<file path="src/rtl/line_clear_ctrl.sv">
// line_clear_ctrl: finds full rows on a 10x20 board, optionally flashes them,
// collapses the remaining rows downward and blanks the vacated rows at the top.
// Optional feature macro: LINE_CLEAR_FLASH_EN adds the FLASH state and counter.
// Without it, SCAN feeds COLLAPSE directly and flash_rows is always 0.
module line_clear_ctrl #(
    parameter int FLASH_CYCLES = 25000000
) (
    input  logic        clk,
    input  logic        rst,
    input  logic        start,
    output logic        busy,
    output logic        done,
    output logic [2:0]  lines,
    output logic [4:0]  rd_addr,
    input  logic [9:0]  rd_data,
    output logic        wr_en,
    output logic [4:0]  wr_addr,
    output logic [9:0]  wr_data,
    output logic [19:0] flash_rows
);

    localparam logic [4:0] LAST_ROW = 5'd19;
    localparam logic [9:0] FULL_ROW = 10'h3FF;

    typedef enum logic [2:0] {
        IDLE      = 3'd0,
        SCAN      = 3'd1,
        COLLAPSE  = 3'd2,
        CLEAR_TOP = 3'd3,
        DONE      = 3'd4
`ifdef LINE_CLEAR_FLASH_EN
        ,
        FLASH     = 3'd5
`endif
    } state_t;

    state_t      state_reg, state_next;
    logic [4:0]  scan_reg, scan_next;
    // One extra bit so stepping below row 0 shows up as a set MSB instead of row 31.
    logic [5:0]  src_reg, src_next;
    logic [5:0]  dst_reg, dst_next;
    logic [19:0] full_mask_reg, full_mask_next;
    logic [2:0]  lines_reg, lines_next;
    logic        wr_int;
    logic        flash_on;

`ifdef LINE_CLEAR_FLASH_EN
    localparam int CNT_W = (FLASH_CYCLES > 1) ? $clog2(FLASH_CYCLES) : 1;
    localparam logic [CNT_W-1:0] FLASH_LAST = CNT_W'(FLASH_CYCLES - 1);
    logic [CNT_W-1:0] flash_cnt_reg, flash_cnt_next;
`endif

    // Number of set bits in the full-row mask (never more than 4 in practice).
    function automatic logic [2:0] popcount20(input logic [19:0] m);
        logic [2:0] c;
        c = 3'd0;
        for (int i = 0; i < 20; i++) begin
            c = c + {2'b00, m[i]};
        end
        return c;
    endfunction

    // State and datapath registers; reset abandons any pass in progress.
    always_ff @(posedge clk) begin
        if (rst) begin
            state_reg     <= IDLE;
            scan_reg      <= 5'd0;
            src_reg       <= 6'd0;
            dst_reg       <= 6'd0;
            full_mask_reg <= 20'd0;
            lines_reg     <= 3'd0;
`ifdef LINE_CLEAR_FLASH_EN
            flash_cnt_reg <= '0;
`endif
        end else begin
            state_reg     <= state_next;
            scan_reg      <= scan_next;
            src_reg       <= src_next;
            dst_reg       <= dst_next;
            full_mask_reg <= full_mask_next;
            lines_reg     <= lines_next;
`ifdef LINE_CLEAR_FLASH_EN
            flash_cnt_reg <= flash_cnt_next;
`endif
        end
    end

    // Next-state logic plus the board read/write port driven from the current state.
    always_comb begin
        state_next     = state_reg;
        scan_next      = scan_reg;
        src_next       = src_reg;
        dst_next       = dst_reg;
        full_mask_next = full_mask_reg;
        lines_next     = lines_reg;
`ifdef LINE_CLEAR_FLASH_EN
        flash_cnt_next = flash_cnt_reg;
`endif
        rd_addr        = 5'd0;
        wr_int         = 1'b0;
        wr_addr        = 5'd0;
        wr_data        = 10'h000;

        case (state_reg)
            IDLE: begin
                if (start) begin
                    state_next     = SCAN;
                    scan_next      = 5'd0;
                    full_mask_next = 20'd0;
                end
            end

            SCAN: begin
                rd_addr = scan_reg;
                if (rd_data == FULL_ROW) begin
                    full_mask_next[scan_reg] = 1'b1;
                end
                if (scan_reg == LAST_ROW) begin
                    src_next = 6'd19;
                    dst_next = 6'd19;
                    if (full_mask_next != 20'd0) begin
`ifdef LINE_CLEAR_FLASH_EN
                        state_next     = FLASH;
                        flash_cnt_next = '0;
`else
                        state_next     = COLLAPSE;
`endif
                    end else begin
                        state_next = DONE;
                        lines_next = 3'd0;
                    end
                end else begin
                    scan_next = scan_reg + 5'd1;
                end
            end

`ifdef LINE_CLEAR_FLASH_EN
            FLASH: begin
                if (flash_cnt_reg == FLASH_LAST) begin
                    state_next = COLLAPSE;
                end else begin
                    flash_cnt_next = flash_cnt_reg + 1'b1;
                end
            end
`endif

            COLLAPSE: begin
                rd_addr = src_reg[4:0];
                if (full_mask_reg[src_reg[4:0]]) begin
                    // Full row: drop it by not copying it anywhere.
                    src_next = src_reg - 6'd1;
                end else if (src_reg != dst_reg) begin
                    wr_int   = ~dst_reg[5];
                    wr_addr  = dst_reg[4:0];
                    wr_data  = rd_data;
                    src_next = src_reg - 6'd1;
                    dst_next = dst_reg - 6'd1;
                end else begin
                    // Nothing below has been removed yet, the row stays in place.
                    src_next = src_reg - 6'd1;
                    dst_next = dst_reg - 6'd1;
                end
                if (src_reg == 6'd0) begin
                    state_next = CLEAR_TOP;
                end
            end

            CLEAR_TOP: begin
                if (!dst_reg[5]) begin
                    wr_int  = 1'b1;
                    wr_addr = dst_reg[4:0];
                end
                dst_next = dst_reg - 6'd1;
                if (dst_reg == 6'd0 || dst_reg[5]) begin
                    state_next = DONE;
                    lines_next = popcount20(full_mask_reg);
                end
            end

            DONE: begin
                full_mask_next = 20'd0;
                state_next     = IDLE;
            end

            default: begin
                state_next = IDLE;
            end
        endcase
    end

    // A write coinciding with reset is suppressed so an aborted pass stops immediately.
    assign wr_en = wr_int & ~rst;
    assign busy  = (state_reg != IDLE);
    assign done  = (state_reg == DONE);
    assign lines = lines_reg;

`ifdef LINE_CLEAR_FLASH_EN
    assign flash_on = (state_reg == FLASH);
`else
    assign flash_on = 1'b0;
`endif

    // Per-row flash enable: only rows marked full, and only while flashing.
    generate
        for (genvar gi = 0; gi < 20; gi++) begin : g_flash
            assign flash_rows[gi] = flash_on & full_mask_reg[gi];
        end
    endgenerate

endmodule

</file>
<file path="config.mk">
export PLATFORM = sky130hd
export DESIGN_NAME = line_clear_ctrl
export DESIGN_NICKNAME = d
export VERILOG_FILES = /design/src/rtl/line_clear_ctrl.sv
export SDC_FILE = /design/constraint.sdc
export NUM_CORES = 1
export LEC_CHECK = 0
export ABC_AREA = 1
export CAP_MARGIN = 15
export CORE_MARGIN = 2
export CORE_UTILIZATION = 49
export DETAILED_ROUTE_END_ITERATION = 10
export GPL_TIMING_DRIVEN = 0
export PLACE_DENSITY = 0.87
export SLEW_MARGIN = 30
export SYNTH_ARGS = -nofsm -noshare
export SYNTH_HDL_FRONTEND = slang
export SYNTH_SLANG_ARGS = --single-unit
</file>
<file path="constraint.sdc">
create_clock -name clk -period 4 [get_ports clk]
set_input_delay 1.2 -clock clk [delete_from_list [all_inputs] [get_ports clk]]
set_output_delay 1.2 -clock clk [all_outputs]
set_load 0.02 [all_outputs]
</file>
==> impl_metrics.json, run 1 <==
{
  "ir_worst_vdd_mv": 0.248,
  "min_path_type": "reg2reg",
  "cts_root_buffer": "clkbuf_8",
  "power_mw": 1.26,
  "setup_tns_ns": 0,
  "synth_commonest_cells": "87 x nand2_1, 77 x nor2_1, 68 x inv_1",
  "first_iter_violations": 427,
  "nFillCells": 612,
  "gp_congestion": 0.970,
  "relSlewSlack": 0.636,
  "die_w_microns": 87.2,
  "grt_pass1_vias": 3126,
  "worst_pin_slew_ns": 0.545,
  "yosysUniqueCellTypes": 40,
  "p_leak_nw": 1.99,
  "vias": 3595,
  "insertion_delay_ns": 0.30,
  "ant_nets": 0,
  "clk_pin_slew_ns": 0.08,
  "port_buffers": 37,
  "ys.flop_type": "dfxtp_1",
  "overflow": 0,
  "drv_cap": 0,
  "nets": 617,
  "yosys_warnings": 0,
  "antenna_found_initial": 0,
  "hold_viol": 0,
  "syn_avg_cell_area_sq_um": 6.59,
  "min_period_over_period": 0.998,
  "placed_cell_area_sq_um": 3930,
  "power_density_nw_per_um2": 307,
  "ys_ff_latch": 43,
  "synthCells": 515,
  "cts_max_level": 2,
  "cp-end-kind": "flop",
  "skew_ns": 0.0121,
  "netlist_area_sq_um": 3390,
  "required_ns": 4.20,
  "yosys.area.top_type": "dfxtp_1",
  "cts_tree": "yes",
  "fin_util": 0.608,
  "cts.sinks": 43,
  "slew_violations": 0,
  "finalSetupViolCount": 0,
  "io_pins": 59,
  "row_count": 30,
  "cp.arrival_ns": 4.19,
  "ys_seq_area_frac": 0.254,
  "die_h_microns": 87.2,
  "syn_to_final_growth_pct": 21.2,
  "outcome": "complete, no violations",
  "fmax_mhz": 250,
  "drive_gt1_frac": 0.146,
  "period_needed_ns": 3.99,
  "cp_max_fo": 2,
  "multi_input_area_sq_um": 2090,
  "async_reset_ff_frac": 0,
  "place_hpwl_microns": 6900,
  "seqCellArea_sq_um": 872,
  "grt_pass1_wl_microns": 14400,
  "clk_path_buf_depth": 2,
  "drc": 0,
  "synth_edf_count": 0,
  "die-area_sq_um": 7600,
  "firstDrtPassIters": 5,
  "start_util": 0.502,
  "wl_per_cell_microns": 13.5,
  "core_area_sq_um": 6760,
  "grt_start_max_net_pins": 14,
  "synthTopCellsByArea": "dfxtp_1 25%, nand2_1 9.6%, nor2_1 8.5%",
  "wl_microns": 8960,
  "cts_buffers": 5,
  "grt_setup_unrepaired": "yes",
  "startpoint_type": "flop",
  "postLayoutCellArea_sq_um": 4110,
  "largest_reg_flops": 20,
  "crit_type": "reg2reg",
  "yosysTopAreaCellShare": 0.254,
  "synth.most_common_cell": "nand2_1",
  "grt_use_total": 0.239,
  "holdWs_ns": 0.472,
  "vias_per_cell": 5.43,
  "diodes": 0
}
power by group:
part	switching (mW)	internal, mW
clock network	0.156	0.120
registers	0.0427	0.463
logic	0.316	0.162
total	0.516	0.745
worst paths after layout:
check / start / to / slack (ns) / depth (start not counted)
worst max register to register: full_mask_reg[9] / lines[2] / 0.006 / 15
worst max-delay path: full_mask_reg[9] / lines[2] / 0.006 / 15
worst min register to register: lines[1] / lines[1] / 0.47 / 2
worst min-delay path: lines[1] / lines[1] / 0.47 / 2
cell type report:
type                       count  area share
multi-input combinational    376       0.508
sequential                    43       0.212
timing repair buffer          40       0.102
inverter                      77      0.0703
buffer                        38      0.0627
tap                           80      0.0244
clock buffer                   5      0.0167
clock inverter                 3     0.00365
cells by family (layout without fill, tap and decap cells):
logic type / count (synthesis) / count (layout) / share of synthesized area
simple gates: 243 / 243 / 0.313
buf+inv: 115 / 163 / 0.160
compound gates: 84 / 84 / 0.143
flops: 43 / 43 / 0.254
fa+ha+maj: 23 / 23 / 0.114
xor+xnor: 6 / 6 / 0.0155
other cells: 1 / 20 / 0.00111
worst max-delay path, stage by stage (launching register included):
cell,delay (ns)
dfxtp_2,0.34
fa_1,0.54
inv_2,0.04
fa_1,0.51
fa_1,0.43
fa_1,0.53
fa_1,0.42
inv_1,0.07
ha_2,0.16
inv_2,0.03
fa_2,0.33
or2_4,0.25
nand3_2,0.06
nand3_2,0.06
nand2_1,0.07
nor2_1,0.04
through the flow:
stage	setup WS [ns]	std cells
6_report	0.00603	662
2_1_floorplan	0.00293	534
3_5_place_dp	-0.185	651
5_1_grt	-0.153	662
4_1_cts	-0.0165	661
3_3_place_gp	-0.141	651
layer usage:
| layer | track usage | routed length, microns |
|---|---|---|
| met5 | 0 | 0 |
| met4 | 0.0657 | 200 |
| met3 | 0.0427 | 932 |
| met2 | 0.400 | 4110 |
| met1 | 0.317 | 3730 |
repair_timing:
item                       in CTS  in global routing
setup buffers                   2                  1
pin swaps                       5                  2
hold buffers                    0                  0
setup endpoints to repair       2                 13
resized for setup              10                 20
cell usage in the layout, fill, tap and decap left out, drive strengths merged, types with 12 or more instances in the layout:
cell type      count
a21oi             46
a22oi             12
buf               32
clkbuf            14
clkdlybuf4s50     27
conb              20
dfxtp             43
fa                13
inv               77
nand2             89
nand3             40
nor2              89
nor3              15
o21ai             15
(Power assumes the default switching activity.)
==> run 2, diff against run 1 <==
CTS_BUF_LIST = sky130_fd_sc_hd__clkbuf_16   (was not set)
==> run 2 against run 1 <==
Against the previous run:
- the flow now finishes with violations (setup timing)
- sequential power about the same
- clock-buffer cell count unchanged
- core utilization up 0.98 points
- fmax down 0.59%
- sequential share of layout area down 0.28 points
- routed wire length up 3.2%
- clock skew down 0.0029 ns
- final cell count up 0.30%
- largest power group unchanged
==> impl_metrics.json, run 2 (synthesis gave the netlist of run 1 again) <==
{
  "swShare": 0.385,
  "clk_path_buf_depth": 2,
  "cts_root_buffer": "clkbuf_16",
  "skew_ns": 0.00924,
  "fmax_mhz": 249,
  "nets": 619,
  "antenna_found_initial": 0,
  "hold_depth": 2,
  "period_needed_ns": 4.02,
  "p_int_mw": 0.852,
  "violations": "setup timing",
  "required_ns": 4.17,
  "vias_per_cell": 5.38,
  "cts_tree": "yes",
  "startpoint_type": "flop",
  "drc": 0,
  "vias": 3571,
  "min_path_type": "reg2reg",
  "p_leak_nw": 2.03,
  "clockPowerShare": 0.287,
  "relSlewSlack": 0.612,
  "crit_type": "reg2reg",
  "setup_ws_ns": -0.0178,
  "layout_commonest_cell": "nand2_1",
  "core_area_sq_um": 6760,
  "largest_reg_flops": 20,
  "grt_pass1_vias": 3207,
  "port_buffers": 37,
  "combPwrFrac": 0.349,
  "cp_max_fo": 2,
  "grt_start_max_net_pins": 14,
  "slew_violations": 0,
  "outcome": "finished with violations",
  "wl_microns": 9250,
  "diodes": 0,
  "setup_tns_ns": -0.0178,
  "post-place-ws_ns": -0.185,
  "worst_pin_slew_ns": 0.581,
  "overflow": 0,
  "ctsHoldBuffers": 0,
  "die_w_microns": 87.2,
  "place_hpwl_microns": 6900,
  "min_period_over_period": 1.00,
  "clk_pin_slew_ns": 0.06,
  "grt_pass1_wl_microns": 14400,
  "cts.sinks": 43,
  "switchingPower_mw": 0.534,
  "firstDrtPassIters": 5,
  "wl_per_cell_microns": 13.9,
  "row_count": 30,
  "syn_to_final_growth_pct": 23.1,
  "ir_worst_vdd_mv": 0.300,
  "cp.arrival_ns": 4.19,
  "io_pins": 59,
  "insertion_delay_ns": 0.29,
  "cp-end-kind": "flop",
  "cts_max_level": 2,
  "finalSetupViolCount": 1,
  "hold_viol": 0,
  "cts_buffers": 5,
  "power_density_nw_per_um2": 332,
  "drv_cap": 0,
  "ant_nets": 0,
  "r2r_cells": 15,
  "die-area_sq_um": 7600,
  "grt_setup_unrepaired": "yes",
  "layout_common_cells": "87 x nand2_1, 76 x nor2_1, 65 x inv_1, 45 x a21oi_1, 39 x nand3_1",
  "seqPwrFrac": 0.365,
  "die_h_microns": 87.2,
  "first_iter_violations": 409,
  "drive_gt1_frac": 0.147,
  "start_util": 0.502,
  "grt_use_total": 0.240,
  "gp_congestion": 0.970
}
run 2: metal layers:
metal | vias to the layer above | share of wire | GRT usage
li1 | 1745 | - | -
met5 | - | 0 | 0
met1 | 1570 | 0.40 | 0.303
met2 | 215 | 0.46 | 0.398
met4 | 0 | 0.032 | 0.0853
met3 | 41 | 0.11 | 0.0578
run 2: power by group through the flow:
stage          registers (mW)  logic, mW  clock network [mW]
4_1_cts                 0.505      0.466               0.399
6_report                0.505      0.483               0.397
2_1_floorplan           0.512      0.339                   0
3_3_place_gp            0.514      0.451                   0
3_5_place_dp            0.514      0.460                   0
5_1_grt                 0.511      0.533               0.415
run 2: final timing paths:
path,slack [ns],to,startpoint
max reg2reg,-0.02,lines[2],full_mask_reg[11]
min reg2reg,0.47,lines[1],lines[1]
min,0.47,lines[1],lines[1]
max,-0.02,lines[2],full_mask_reg[11]
run 2: per-stage QoR:
stage,instance area (sq um),hold slack (ns),utilization,cells,total power [mW]
after floorplan,3460,0.461,-,534,0.851
after global placement,3930,0.457,0.582,651,0.965
after detailed placement,3930,0.465,0.582,651,0.974
after CTS,4120,0.482,0.609,662,1.37
after global routing,4180,0.510,0.618,664,1.46
final,4180,0.474,0.618,664,1.39
run 2: cell type report:
cell class              count  area [sq um]
plain buffers              38           255
clock buffers               5           125
clock inverters             3          15.0
fillers                   600          2580
inverters                  77           289
multi-input cells         376          2080
flip-flops and latches     43           875
well taps                  80           100
repair buffers             42           433
run 2: critical path, cell delays in order, from the launching register on:
cell and delay (ns):
dfxtp_4 0.35, fa_1 0.48, fa_1 0.50, inv_1 0.05
fa_1 0.51, fa_1 0.46, fa_1 0.47, inv_1 0.07
ha_2 0.16, inv_2 0.04, fa_2 0.35, or2_4 0.23
nand3_2 0.05, nand3_1 0.07, nand2_1 0.07, nor2_1 0.04
run 2: timing repair:
action,CTS,global route
endpoints found under the hold margin,0,0
pin swaps,11,3
setup endpoints to repair,2,13
gates resized for setup,10,19
setup buffers,3,2
==> run 3, diff against run 2 <==
SLEW_MARGIN = 20   (was 30)
==> results of run 3 <==
Final layout, timing and power as in run 2 (identical DEF).
